`src/rtl/motion_estimation_if.sv`:
```
// Request/result bundle between a block-matching client and motion_estimation.
// Carries the frame/macroblock data, start strobe and the best-vector result.
interface motion_estimation_if #(
    parameter int MB_SIZE        = 4,
    parameter int PIXEL_WIDTH    = 8,
    parameter int REF_FRAME_SIZE = 8
);
    localparam int SAD_W = PIXEL_WIDTH + $clog2(MB_SIZE * MB_SIZE);

    logic                   start;
    logic [PIXEL_WIDTH-1:0] ref_frame [0:REF_FRAME_SIZE-1][0:REF_FRAME_SIZE-1];
    logic [PIXEL_WIDTH-1:0] curr_mb   [0:MB_SIZE-1][0:MB_SIZE-1];
    logic [5:0]             mv_x;
    logic [5:0]             mv_y;
    logic [SAD_W-1:0]       min_sad;
    logic                   busy;
    logic                   done;

    modport master (
        output start, ref_frame, curr_mb,
        input  mv_x, mv_y, min_sad, busy, done
    );

    modport slave (
        input  start, ref_frame, curr_mb,
        output mv_x, mv_y, min_sad, busy, done
    );
endinterface

```
`src/rtl/motion_estimation.sv`:
```
// Full-search SAD block matcher, one macroblock row per cycle, raster order.
// Optional ME_EARLY_TERM_EN abandons a candidate once its partial SAD loses.
module motion_estimation #(
    parameter int MB_SIZE        = 4,
    parameter int PIXEL_WIDTH    = 8,
    parameter int REF_FRAME_SIZE = 8
) (
    input  logic               clk,
    input  logic               reset,
    motion_estimation_if.slave bus
);
    localparam int SRCH_N = REF_FRAME_SIZE - MB_SIZE + 1;
    localparam int SAD_W  = PIXEL_WIDTH + $clog2(MB_SIZE * MB_SIZE);
    localparam int RW     = (MB_SIZE > 1) ? $clog2(MB_SIZE) : 1;
    localparam int FW     = (REF_FRAME_SIZE > 1) ? $clog2(REF_FRAME_SIZE) : 1;

    typedef enum logic [1:0] {
        IDLE,
        SEARCH,
        DONE
    } state_e;

    state_e           state_q, state_d;
    logic [5:0]       cx_q, cx_d;
    logic [5:0]       cy_q, cy_d;
    logic [RW-1:0]    row_q, row_d;
    logic [SAD_W-1:0] acc_q, acc_d;
    logic [SAD_W-1:0] best_sad_q, best_sad_d;
    logic [5:0]       best_x_q, best_x_d;
    logic [5:0]       best_y_q, best_y_d;
    logic [5:0]       mv_x_q, mv_x_d;
    logic [5:0]       mv_y_q, mv_y_d;
    logic [SAD_W-1:0] min_sad_q, min_sad_d;
    logic             done_q, done_d;

    logic [SAD_W-1:0]       row_sad;
    logic [SAD_W-1:0]       cand_sad;
    logic [5:0]             ry;
    logic [5:0]             cxj;
    logic signed [PIXEL_WIDTH:0] diff;
    logic [PIXEL_WIDTH:0]   mag;
    logic                   last_row;
    logic                   last_cx;
    logic                   last_cy;
    logic                   next_cand;

    // One row of the current candidate; the 9-bit difference cannot overflow.
    always_comb begin
        row_sad = '0;
        diff    = '0;
        mag     = '0;
        cxj     = '0;
        ry      = cy_q + 6'(row_q);
        for (int j = 0; j < MB_SIZE; j++) begin
            cxj     = cx_q + 6'(j);
            diff    = $signed({1'b0, bus.curr_mb[row_q][j]})
                    - $signed({1'b0, bus.ref_frame[ry[FW-1:0]][cxj[FW-1:0]]});
            mag     = diff[PIXEL_WIDTH] ? $unsigned(-diff) : $unsigned(diff);
            row_sad = row_sad + SAD_W'(mag);
        end
    end

    assign cand_sad = acc_q + row_sad;
    assign last_row = (row_q == RW'(MB_SIZE - 1));
    assign last_cx  = (cx_q == 6'(SRCH_N - 1));
    assign last_cy  = (cy_q == 6'(SRCH_N - 1));

    always_comb begin
        state_d    = state_q;
        cx_d       = cx_q;
        cy_d       = cy_q;
        row_d      = row_q;
        acc_d      = acc_q;
        best_sad_d = best_sad_q;
        best_x_d   = best_x_q;
        best_y_d   = best_y_q;
        mv_x_d     = mv_x_q;
        mv_y_d     = mv_y_q;
        min_sad_d  = min_sad_q;
        done_d     = 1'b0;
        next_cand  = 1'b0;
        unique case (state_q)
            IDLE: begin
                if (bus.start) begin
                    state_d    = SEARCH;
                    cx_d       = '0;
                    cy_d       = '0;
                    row_d      = '0;
                    acc_d      = '0;
                    best_sad_d = '1;
                end
            end
            SEARCH: begin
                // Strict compare keeps the earliest raster candidate on ties.
                if (last_row) begin
                    next_cand = 1'b1;
                    if (cand_sad < best_sad_q) begin
                        best_sad_d = cand_sad;
                        best_x_d   = cx_q;
                        best_y_d   = cy_q;
                    end
                end
`ifdef ME_EARLY_TERM_EN
                else if (cand_sad >= best_sad_q) begin
                    next_cand = 1'b1;
                end
`endif
                else begin
                    acc_d = cand_sad;
                    row_d = row_q + RW'(1);
                end
                if (next_cand) begin
                    acc_d = '0;
                    row_d = '0;
                    if (last_cx) begin
                        cx_d = '0;
                        if (last_cy) begin
                            state_d = DONE;
                        end else begin
                            cy_d = cy_q + 6'd1;
                        end
                    end else begin
                        cx_d = cx_q + 6'd1;
                    end
                end
            end
            DONE: begin
                mv_x_d    = best_x_q;
                mv_y_d    = best_y_q;
                min_sad_d = best_sad_q;
                done_d    = 1'b1;
                state_d   = IDLE;
            end
            default: begin
                state_d = IDLE;
            end
        endcase
    end

    always_ff @(posedge clk) begin
        if (reset) begin
            state_q    <= IDLE;
            cx_q       <= '0;
            cy_q       <= '0;
            row_q      <= '0;
            acc_q      <= '0;
            best_sad_q <= '0;
            best_x_q   <= '0;
            best_y_q   <= '0;
            mv_x_q     <= '0;
            mv_y_q     <= '0;
            min_sad_q  <= '0;
            done_q     <= 1'b0;
        end else begin
            state_q    <= state_d;
            cx_q       <= cx_d;
            cy_q       <= cy_d;
            row_q      <= row_d;
            acc_q      <= acc_d;
            best_sad_q <= best_sad_d;
            best_x_q   <= best_x_d;
            best_y_q   <= best_y_d;
            mv_x_q     <= mv_x_d;
            mv_y_q     <= mv_y_d;
            min_sad_q  <= min_sad_d;
            done_q     <= done_d;
        end
    end

    assign bus.mv_x    = mv_x_q;
    assign bus.mv_y    = mv_y_q;
    assign bus.min_sad = min_sad_q;
    assign bus.done    = done_q;
    assign bus.busy    = (state_q != IDLE);
endmodule

```
`src/flat_wrapper.sv`:
```
// flat-port wrapper written by rule: the top's interface ports become plain ports
module motion_estimation_flat 
#(
    parameter int MB_SIZE        = 4,
    parameter int PIXEL_WIDTH    = 8,
    parameter int REF_FRAME_SIZE = 8
)
  (clk, reset, bus_start, bus_ref_frame, bus_curr_mb, bus_mv_x, bus_mv_y, bus_min_sad, bus_busy, bus_done);
  motion_estimation_if #(.MB_SIZE(MB_SIZE), .PIXEL_WIDTH(PIXEL_WIDTH), .REF_FRAME_SIZE(REF_FRAME_SIZE)) bus_i ();
  input  logic clk;
  input  logic reset;
  input wire logic [$bits(bus_i.start)-1:0] bus_start;
  input wire logic [$bits(bus_i.ref_frame)-1:0] bus_ref_frame;
  input wire logic [$bits(bus_i.curr_mb)-1:0] bus_curr_mb;
  output wire logic [$bits(bus_i.mv_x)-1:0] bus_mv_x;
  output wire logic [$bits(bus_i.mv_y)-1:0] bus_mv_y;
  output wire logic [$bits(bus_i.min_sad)-1:0] bus_min_sad;
  output wire logic [$bits(bus_i.busy)-1:0] bus_busy;
  output wire logic [$bits(bus_i.done)-1:0] bus_done;
  assign bus_i.start = bus_start;
  assign bus_i.ref_frame = {>>{bus_ref_frame}};
  assign bus_i.curr_mb = {>>{bus_curr_mb}};
  assign bus_mv_x = bus_i.mv_x;
  assign bus_mv_y = bus_i.mv_y;
  assign bus_min_sad = bus_i.min_sad;
  assign bus_busy = bus_i.busy;
  assign bus_done = bus_i.done;
  motion_estimation #(.MB_SIZE(MB_SIZE), .PIXEL_WIDTH(PIXEL_WIDTH), .REF_FRAME_SIZE(REF_FRAME_SIZE)) u_core (.clk(clk), .reset(reset), .bus(bus_i));
endmodule
```
`config.mk`:
```
export PLATFORM = sky130hd
export DESIGN_NAME = motion_estimation_flat
export DESIGN_NICKNAME = d
export VERILOG_FILES = /design/src/rtl/motion_estimation_if.sv /design/src/rtl/motion_estimation.sv /design/src/flat_wrapper.sv
export SDC_FILE = /design/constraint.sdc
export NUM_CORES = 1
export LEC_CHECK = 0
export BUFFER_PORTS_ARGS = -buffer_cell sky130_fd_sc_hd__buf_2
export CAP_MARGIN = 20
export CORE_AREA = 2 2 257 259
export CTS_CLUSTER_DIAMETER = 150
export DETAILED_ROUTE_END_ITERATION = 12
export DIE_AREA = 0 0 259 261
export PLACE_DENSITY_LB_ADDON = 0.15
export SLEW_MARGIN = 0
export SYNTH_ARGS = -nofsm -noshare
export SYNTH_HDL_FRONTEND = slang
export SYNTH_SLANG_ARGS = --single-unit
```
`constraint.sdc`:
```
create_clock -name clk -period 14.84 [get_ports clk]
set_input_delay 2.968 -clock clk [delete_from_list [all_inputs] [get_ports clk]]
set_output_delay 2.968 -clock clk [all_outputs]
set_load 0.1 [all_outputs]
```
==> flow_metrics.tcl, run 1 <==
set metrics [dict create \
    synth_warnings 0 \
    ctsRootBufferMaster "clkbuf_16" \
    synth_edf_count 0 \
    worstMarginPinSlew_ns 0.999 \
    seqPwrFrac_pct 5.7 \
    cap_violations 0 \
    arrival_ns 12.01 \
    tns_ns 0 \
    crit_path_end "u_core.best_sad_q[10]" \
    cp.required_ns 15.12 \
    hold_viol_final 0 \
    cts-hold-fix-buffers 0 \
    switching_share_pct 54.0 \
    post_cts_resized 0 \
    die_x_um 259 \
    whs_ns 0.453 \
    synthArstFlopShare_pct 0 \
    hold_path_class "flop to flop" \
    peakVddDrop_mv 0.349 \
    synthFlopType "dfxtp_1" \
    synth_top_area_share_pct 30.3 \
    critPathMaxFanout 10 \
    grt_pass1_vias 14039 \
    place_congestion 1.07 \
    combPwrFrac_pct 89.0 \
    clock_path_buffers 2 \
    route.vias.total 13949 \
    drt-total-wl_um 87300 \
    start_util_pct 19.2 \
    syn2layout_area_growth_pct 36.3 \
    postCtsSetupBuffers 0 \
    p_leak_uw 0.00768 \
    initialDrtViolationCount 955 \
    final_antenna_net_count 0 \
    die_area_mm2 0.0676 \
    grt_antenna_before_repair 63 \
    rrSetupSlack_ns 3.24 \
    timing.final.max_slew_violations 0 \
    slowest_stage "mux4_2" \
    cellPowerDensity_mw_per_mm2 257 \
    start_kind "primary input" \
    synth_top_cell_by_area "mux4_2" \
    drc_errors 0 \
    worstSetupPathType "primary input to flop" \
    grt_overflow 0 \
    die_h_um 261 \
    pre_cts_ws_ns 2.89 \
    p_clk_share_pct 5.3 \
    endpoint_kind "flop" \
    h-tree-depth 3 \
    vias_per_cell 4.96 \
    rsz0062_at_grt "no" \
    syn_nets 2061 \
    max_freq_mhz 85.3 \
    setup_viol 0 \
    pin_count 669 \
    postSynthAreaPerCell_um2 9.48 \
    cts_sinks 77 \
    clkTransAtPathRegs_ns 0.06 \
    rows 94 \
    status "complete, no violations" \
    drive_gt1_share_pct 48.2 \
    cts_tree "built" \
    syn_inst 1316 \
    reg2regPathDepth 38 \
    synth.top_cells.by_area "mux4_2 30%, dfxtp_1 12%, ha_1 7.8%" \
    rr_startpoint "u_core.row_q[0]" \
    synth_seq_cells 77 \
    numCtsBuffers 9 \
    yosysSeqAreaShare_pct 12.4 \
    dr.pass1.iters 5 \
    coreArea_mm2 0.0650 \
    mostFrequentLayoutCells "668 x buf_2, 168 x mux4_2, 149 x nand2_1" \
    power.switching_uw 2360 \
    finalClockSkew_ns 0.00875 \
    cpPeakStageDelay_ns 0.55 \
    grt_use_total_pct 25.1 \
    hpwlAfterDp_um 78200 \
    grt_pass1_wl_um 116000 \
    post_drt_wl_per_cell_um 31.0 \
    worst_r2r_endpoint "u_core.best_sad_q[10]" \
    crit_start "bus_ref_frame[448]" \
    fin_nets 2665 \
    grt_max_degree 88 \
    fin_ws_ns 3.12 \
    port_buffers 668 \
    maxSlewHeadroom_pct 33.3 \
    synth_area_mm2 0.0125 \
    clk-insertion-delay-late_ns 0.34 \
    period_minus_slack_ns 11.72 \
    synth_cell_types 60 \
    final_common_cell "buf_2" \
    p_int_uw 2010 \
    post-route-period-util_pct 79.0 \
]
-- power groups by stage --
stage	Sequential (uW)	Combinational (uW)	Clock, uW
after floorplan	263	2870	0
after CTS	251	3950	237
after detailed placement	256	3910	0
after global routing	254	4440	245
final	250	3900	230
after global placement	256	3890	0
-- flip-flops by register name (all words and copies together), names as in the netlist --
name / count
u_core.best_y_q: 6
u_core.bus.mv_x: 6
u_core.cy_q: 6
u_core.acc_q: 12
u_core.bus.min_sad: 12
u_core.state_q: 2
u_core.best_sad_q: 12
u_core.best_x_q: 6
u_core.bus.mv_y: 6
u_core.bus.done: 1
u_core.row_q: 2
u_core.cx_q: 6
-- cells in the mapped netlist (all sizes together), types with 8 or more instances --
library cell  instances
buf                  47
o211ai               10
dfxtp                77
nand2b               12
nand2               149
clkbuf               43
o21ai                95
mux2i                48
xnor2                33
nor2                 93
a22oi                10
mux4                168
or2                   8
nand3                18
xor2                 31
ha                   78
o22ai                45
nor3                 13
a21o                 19
a31oi                 8
inv                  69
a21oi                63
mux2                 33
o21a                 11
fa                   24
o221a                12
-- through the flow --
| step | total power (uW) | utilization (%) | area [um2] | cells |
|---|---|---|---|---|
| floorplan | 3140 | - | 12500 | 1316 |
| global placement | 4150 | 25.6 | 16600 | 2772 |
| detailed placement | 4160 | 25.6 | 16600 | 2772 |
| CTS | 4440 | 26.0 | 16900 | 2788 |
| global route | 4940 | 26.1 | 17000 | 2803 |
| finish | 4380 | 26.2 | 17000 | 2815 |
-- final cells by class --
cell class | instances | area (um2)
multi-input cells | 1080 | 10300
repair buffers | 683 | 3480
diodes | 26 | 65.1
inverters | 69 | 259
flip-flops and latches | 77 | 1550
well taps | 864 | 1080
clock buffers | 10 | 239
fillers | 7173 | 48000
clock inverters | 6 | 70.1
-- how the worst min path moves through the flow --
stage | start | slack, ns | depth (start not counted) | endpoint
finish | u_core.bus.min_sad[3] | 0.45 | 2 | u_core.bus.min_sad[3]
global route | u_core.bus.mv_y[5] | 0.48 | 2 | u_core.bus.mv_y[5]
CTS | u_core.bus.min_sad[3] | 0.45 | 2 | u_core.bus.min_sad[3]
detailed placement | u_core.bus.min_sad[3] | 0.45 | 2 | u_core.bus.min_sad[3]
global placement | u_core.bus.mv_y[1] | 0.44 | 2 | u_core.bus.mv_y[1]
floorplan | u_core.best_y_q[0] | 0.43 | 2 | u_core.bus.mv_y[0]
-- per-layer routing --
layer  wire (um)  GRT usage [%]  vias to the layer above
met4        3020           6.86                       22
li1            -              -                     6297
met3        5730           5.06                      109
met1       38000           33.1                     6914
met2       40500           41.6                      607
met5         118              0                        -
-- cell families (layout without fill, tap and decap cells) --
| family | after synthesis | in the layout | synth area share [%] |
|---|---|---|---|
| multiplexers | 249 | 249 | 37.2 |
| adder cells (fa/ha/maj) | 102 | 102 | 11.7 |
| buffers and inverters | 159 | 768 | 5.50 |
| AO/OA/AOI/OAI | 323 | 323 | 16.5 |
| AND/OR/NAND/NOR | 342 | 342 | 12.2 |
| other | 0 | 26 | 0 |
| XOR/XNOR | 64 | 64 | 4.64 |
| flip-flops | 77 | 77 | 12.4 |
-- worst max-delay path: cells and delay by family --
kind,cells,cell delay (ns)
AO/OA/AOI/OAI,16,3.96
adder cells (fa/ha/maj),7,2.55
multiplexers,3,0.90
AND/OR/NAND/NOR,5,0.70
XOR/XNOR,2,0.48
buffers and inverters,5,0.42
No activity file was read; power rests on OpenSTA's default activity.
==> run 2, diff against run 1 <==
Clock period 14.84 ns to 10.6 ns, I/O delays scaled along.
==> run 2 against run 1 <==
Against the previous run:
- worst setup slack worse by 2.7 ns
- via count is 2.8% higher
- cell area is 3.9% higher
- first-iteration DRC count is 25% higher
- total power is 79% higher
- sequential cell count stayed put
- combinational power is 83% higher
- utilization is 1.0 points higher
- hold slack worse by 0.00069 ns
- count of clock-buffer cells in the layout is 1 lower
- clock skew is 0.0023 ns lower
- critical endpoint is now u_core.best_sad_q[5]
- highest routed layer unchanged
==> flow_metrics.tcl, run 2 (same netlist as run 1, synthesis figures left out) <==
set metrics [dict create \
    numCtsBuffers 9 \
    postCtsSetupBuffers 0 \
    grt_use_total_pct 25.3 \
    dpl_cell_area_mm2 0.0172 \
    final_antenna_net_count 0 \
    arrival_ns 10.39 \
    worstSetupPathType "primary input to flop" \
    cpPeakStageDelay_ns 0.54 \
    design_area_mm2 0.0177 \
    grt_pass1_vias 14452 \
    drive_gt1_share_pct 50.7 \
    start_kind "primary input" \
    nFillCells 7048 \
    mostFrequentLayoutCells "668 x buf_2, 168 x mux4_2, 149 x nand2_1" \
    clock_path_buffers 2 \
    clkTransAtPathRegs_ns 0.06 \
    crit_path_frequent_cell "ha_1" \
    peakVddDrop_mv 0.865 \
    p_leak_uw 0.00807 \
    maxSlewHeadroom_pct 36.3 \
    finalClockSkew_ns 0.00645 \
    fin_nets 2732 \
    status "complete, no violations" \
    critPathMaxFanout 10 \
    period_minus_slack_ns 10.17 \
    vias_per_cell 4.99 \
    endpoint_kind "flop" \
    grt_max_degree 66 \
    p_total_uw 7840 \
    die_area_mm2 0.0676 \
    cap_violations 0 \
    hpwlAfterDp_um 79600 \
    timing.final.max_slew_violations 0 \
    grt_pass1_wl_um 118000 \
    setup_viol 0 \
    start_util_pct 19.2 \
    slowest_stage "mux4_2" \
    worstMarginPinSlew_ns 0.956 \
    hold_viol_final 0 \
    multiInputGateArea_mm2 0.0104 \
    seqCellArea_mm2 0.00155 \
    whs_ns 0.452 \
    dr.pass1.iters 7 \
    max_freq_mhz 98.4 \
    clk-insertion-delay-late_ns 0.34 \
    cts_tree "built" \
    die_x_um 259 \
    grt_antenna_before_repair 75 \
    drt-total-wl_um 88100 \
    hold_path_class "flop to flop" \
    cellPowerDensity_mw_per_mm2 443 \
    ctsRootBufferMaster "clkbuf_16" \
    grt_overflow 0 \
    initialDrtViolationCount 1192 \
    port_buffers 668 \
    place_congestion 1.07 \
    pin_count 669 \
    post-route-period-util_pct 95.9 \
    h-tree-depth 3 \
    route.vias.total 14346 \
    die_h_um 261 \
    cts_sinks 77 \
    rows 94 \
    rsz0062_at_grt "yes" \
    drc_errors 0 \
    final_common_cell "buf_2" \
    coreArea_mm2 0.0650 \
    tns_ns 0 \
    syn2layout_area_growth_pct 41.6 \
    cp.required_ns 10.83 \
    post_drt_wl_per_cell_um 30.6 \
]
==> run 2: changes by cell type in the layout (fill, tap and decap cells not counted), moves of 4 or more <==
cell and delta:
buf_12 +5, buf_4 +61, diode_2 -6, o21ai_0 -4
==> run 2: stage by stage <==
step | cells | setup slack, ns | utilization [%]
after floorplan | 1316 | 0.677 | -
after global placement | 2839 | 0.0550 | 26.4
after detailed placement | 2839 | -0.0462 | 26.4
after CTS | 2855 | 0.278 | 26.9
after global routing | 2872 | -0.0616 | 27.2
final | 2876 | 0.433 | 27.2
==> run 2: timing repair <==
action	4_1_cts	5_1_grt
hold buffers	0	0
resized for setup	0	22
endpoints found under the setup margin	0	24
hold endpoints to repair	0	0
==> run 2: path summary, 6_finish.rpt <==
kind / slack [ns] / start / endpoint / cells after the start
max: 0.43 / bus_ref_frame[370] / u_core.best_sad_q[5] / 39
min: 0.45 / u_core.bus.min_sad[7] / u_core.bus.min_sad[7] / 2
max reg2reg: 0.54 / u_core.cy_q[1] / u_core.best_sad_q[5] / 41
min reg2reg: 0.45 / u_core.bus.min_sad[7] / u_core.bus.min_sad[7] / 2
==> run 2: layout make-up <==
type / count / area share [%]
Multi-Input combinational cell: 1080 / 58.6
Timing Repair Buffer: 750 / 22.9
Sequential cell: 77 / 8.74
Tap cell: 864 / 6.12
Inverter: 69 / 1.47
Clock buffer: 9 / 1.27
Clock inverter: 7 / 0.581
Antenna cell: 20 / 0.283
==> run 2: power breakdown <==
part	total, uW	switching, uW	internal (uW)
Combinational	7140	3740	3400
Sequential	352	26.1	325
Clock	342	132	210
Total	7840	3900	3940
==> run 2: critical path: cells and delay by family <==
| kind | cells | cell delay, ns |
|---|---|---|
| and+or+nand+nor | 7 | 1.18 |
| xor gates and xnor gates | 3 | 0.57 |
| adders and majority gates | 6 | 2.18 |
| buffers and inverters | 6 | 0.73 |
| AOI/OAI and AO/OA | 15 | 2.72 |
| muxes | 2 | 0.89 |
==> run 2: per-layer routing <==
layer / GRT usage (%) / up-vias / share of wire, %
li1: - / 6427 / -
met1: 33.6 / 7127 / 43
met2: 41.2 / 652 / 46
met3: 5.05 / 112 / 6.9
met4: 8.49 / 28 / 3.5
met5: 0 / - / 0.21
==> run 3, diff against run 2 <==
Clock period 10.6 ns to 12.2 ns, I/O delays scaled along.
==> run 3 against run 2 <==
Against the previous run:
- non-clock buffer count is 58 lower
- global-route usage decreased by 0.36 points
- sequential cell count unchanged
- critical path depth is 1 lower
- die area is the same
- clock power is 13% lower
- clock skew grew 0.00089 ns
- cell area fell by 3.0%
- worst setup slack gained 0.74 ns
- first-iteration DRC count down 19%
==> flow_metrics.tcl, run 3 (same netlist as run 1, synthesis figures left out) <==
set metrics [dict create \
    status "complete, no violations" \
    grt_pass1_wl_um 116000 \
    cts_tree "built" \
    grt_overflow 0 \
    die_area_mm2 0.0676 \
    critPathMaxFanout 10 \
    numCtsBuffers 9 \
    tns_ns 0 \
    postCtsSetupBuffers 0 \
    drt-total-wl_um 87000 \
    grt_max_degree 69 \
    coreArea_mm2 0.0650 \
    p_leak_uw 0.00775 \
    die_h_um 261 \
    pre_cts_ws_ns 0.804 \
    cpPeakStageDelay_ns 0.54 \
    mostFrequentLayoutCells "668 x buf_2, 168 x mux4_2, 149 x nand2_1" \
    route.vias.total 14047 \
    rsz0062_at_grt "no" \
    syn2layout_area_growth_pct 37.4 \
    final_util_pct 26.4 \
    drc_errors 0 \
    peakVddDrop_mv 0.504 \
    fin_ws_ns 1.17 \
    cts-hold-fix-buffers 0 \
    grt_pass1_vias 14184 \
    arrival_ns 11.31 \
    min_from "u_core.bus.mv_x[0]" \
    dp_cells 2781 \
    rr_startpoint "u_core.cy_q[0]" \
    final_antenna_net_count 0 \
    seqCellArea_mm2 0.00155 \
    pin_count 669 \
    hold_viol_final 0 \
    worstSetupPathType "primary input to flop" \
    hpwlAfterDp_um 78200 \
    post-route-period-util_pct 90.4 \
    crit_start "bus_ref_frame[448]" \
    clkTransAtPathRegs_ns 0.06 \
    timing.final.max_slew_violations 0 \
    clk-insertion-delay-late_ns 0.34 \
    grt_use_total_pct 25.0 \
    rows 94 \
    h-tree-depth 3 \
    final_common_cell "buf_2" \
    nFillCells 7193 \
    post_drt_wl_per_cell_um 30.7 \
    p_total_uw 5260 \
    max_freq_mhz 90.7 \
    cellPowerDensity_mw_per_mm2 307 \
    cp.required_ns 12.48 \
    start_kind "primary input" \
    clock_path_buffers 2 \
    initialDrtViolationCount 968 \
    drive_gt1_share_pct 48.4 \
    start_util_pct 19.2 \
    period_minus_slack_ns 11.03 \
    post_cts_resized 0 \
    slowest_stage "fa_1" \
    maxSlewHeadroom_pct 29.4 \
    worstMarginPinSlew_ns 1.06 \
    dr.pass1.iters 5 \
    place_congestion 1.04 \
    finalClockSkew_ns 0.00734 \
    port_buffers 668 \
    vias_per_cell 4.96 \
    cap_violations 0 \
    die_x_um 259 \
    hold_path_class "flop to flop" \
    cts_sinks 77 \
    grt_antenna_before_repair 59 \
    endpoint_kind "flop" \
    ctsRootBufferMaster "clkbuf_16" \
    multiInputGateArea_mm2 0.0103 \
    fin_nets 2674 \
    setup_viol 0 \
    final_cells 2831 \
]
run 3: power by group:
group / leakage, uW / internal (uW) / total [uW] / switching, uW
sequential: 0.000626 / 283 / 305 / 22.1
combinational: 0.00696 / 1980 / 4650 / 2670
clock: 0.000163 / 187 / 299 / 112
total: 0.00775 / 2450 / 5260 / 2810
run 3: routing by layer:
metal / global-route usage, % / part of all wire, %
met1: 32.6 / 42
met2: 40.4 / 46
met3: 5.61 / 8.7
met4: 9.15 / 3.7
met5: 0 / 0.11
run 3: layout make-up:
type                       instances  share of cell area, %
timing repair buffer             692                   20.8
inverter                          69                   1.51
clock buffer                      10                   1.39
clock inverter                     6                  0.555
multi-input combinational       1080                   60.0
tap                              864                   6.31
sequential                        77                   9.02
antenna                           33                  0.482
run 3: metrics by stage:
step | instance area, um2 | hold slack (ns)
3_5_place_dp | 16700 | 0.443
2_1_floorplan | 12500 | 0.432
3_3_place_gp | 16700 | 0.444
5_1_grt | 17100 | 0.471
4_1_cts | 17000 | 0.452
6_report | 17100 | 0.450
run 3: critical path: cells and delay by family:
family,cells,cell delay (ns)
AOI/OAI and AO/OA,16,3.79
xor gates and xnor gates,2,0.58
adders and majority gates,7,2.50
buffers and inverters,5,0.51
muxes,3,0.84
and+or+nand+nor,5,0.66
run 3: final timing paths:
path	end	slack, ns	depth (start not counted)
max reg2reg	u_core.best_sad_q[2]	1.38	39
min	u_core.bus.mv_x[0]	0.45	2
max	u_core.best_sad_q[2]	1.17	38
min reg2reg	u_core.bus.mv_x[0]	0.45	2
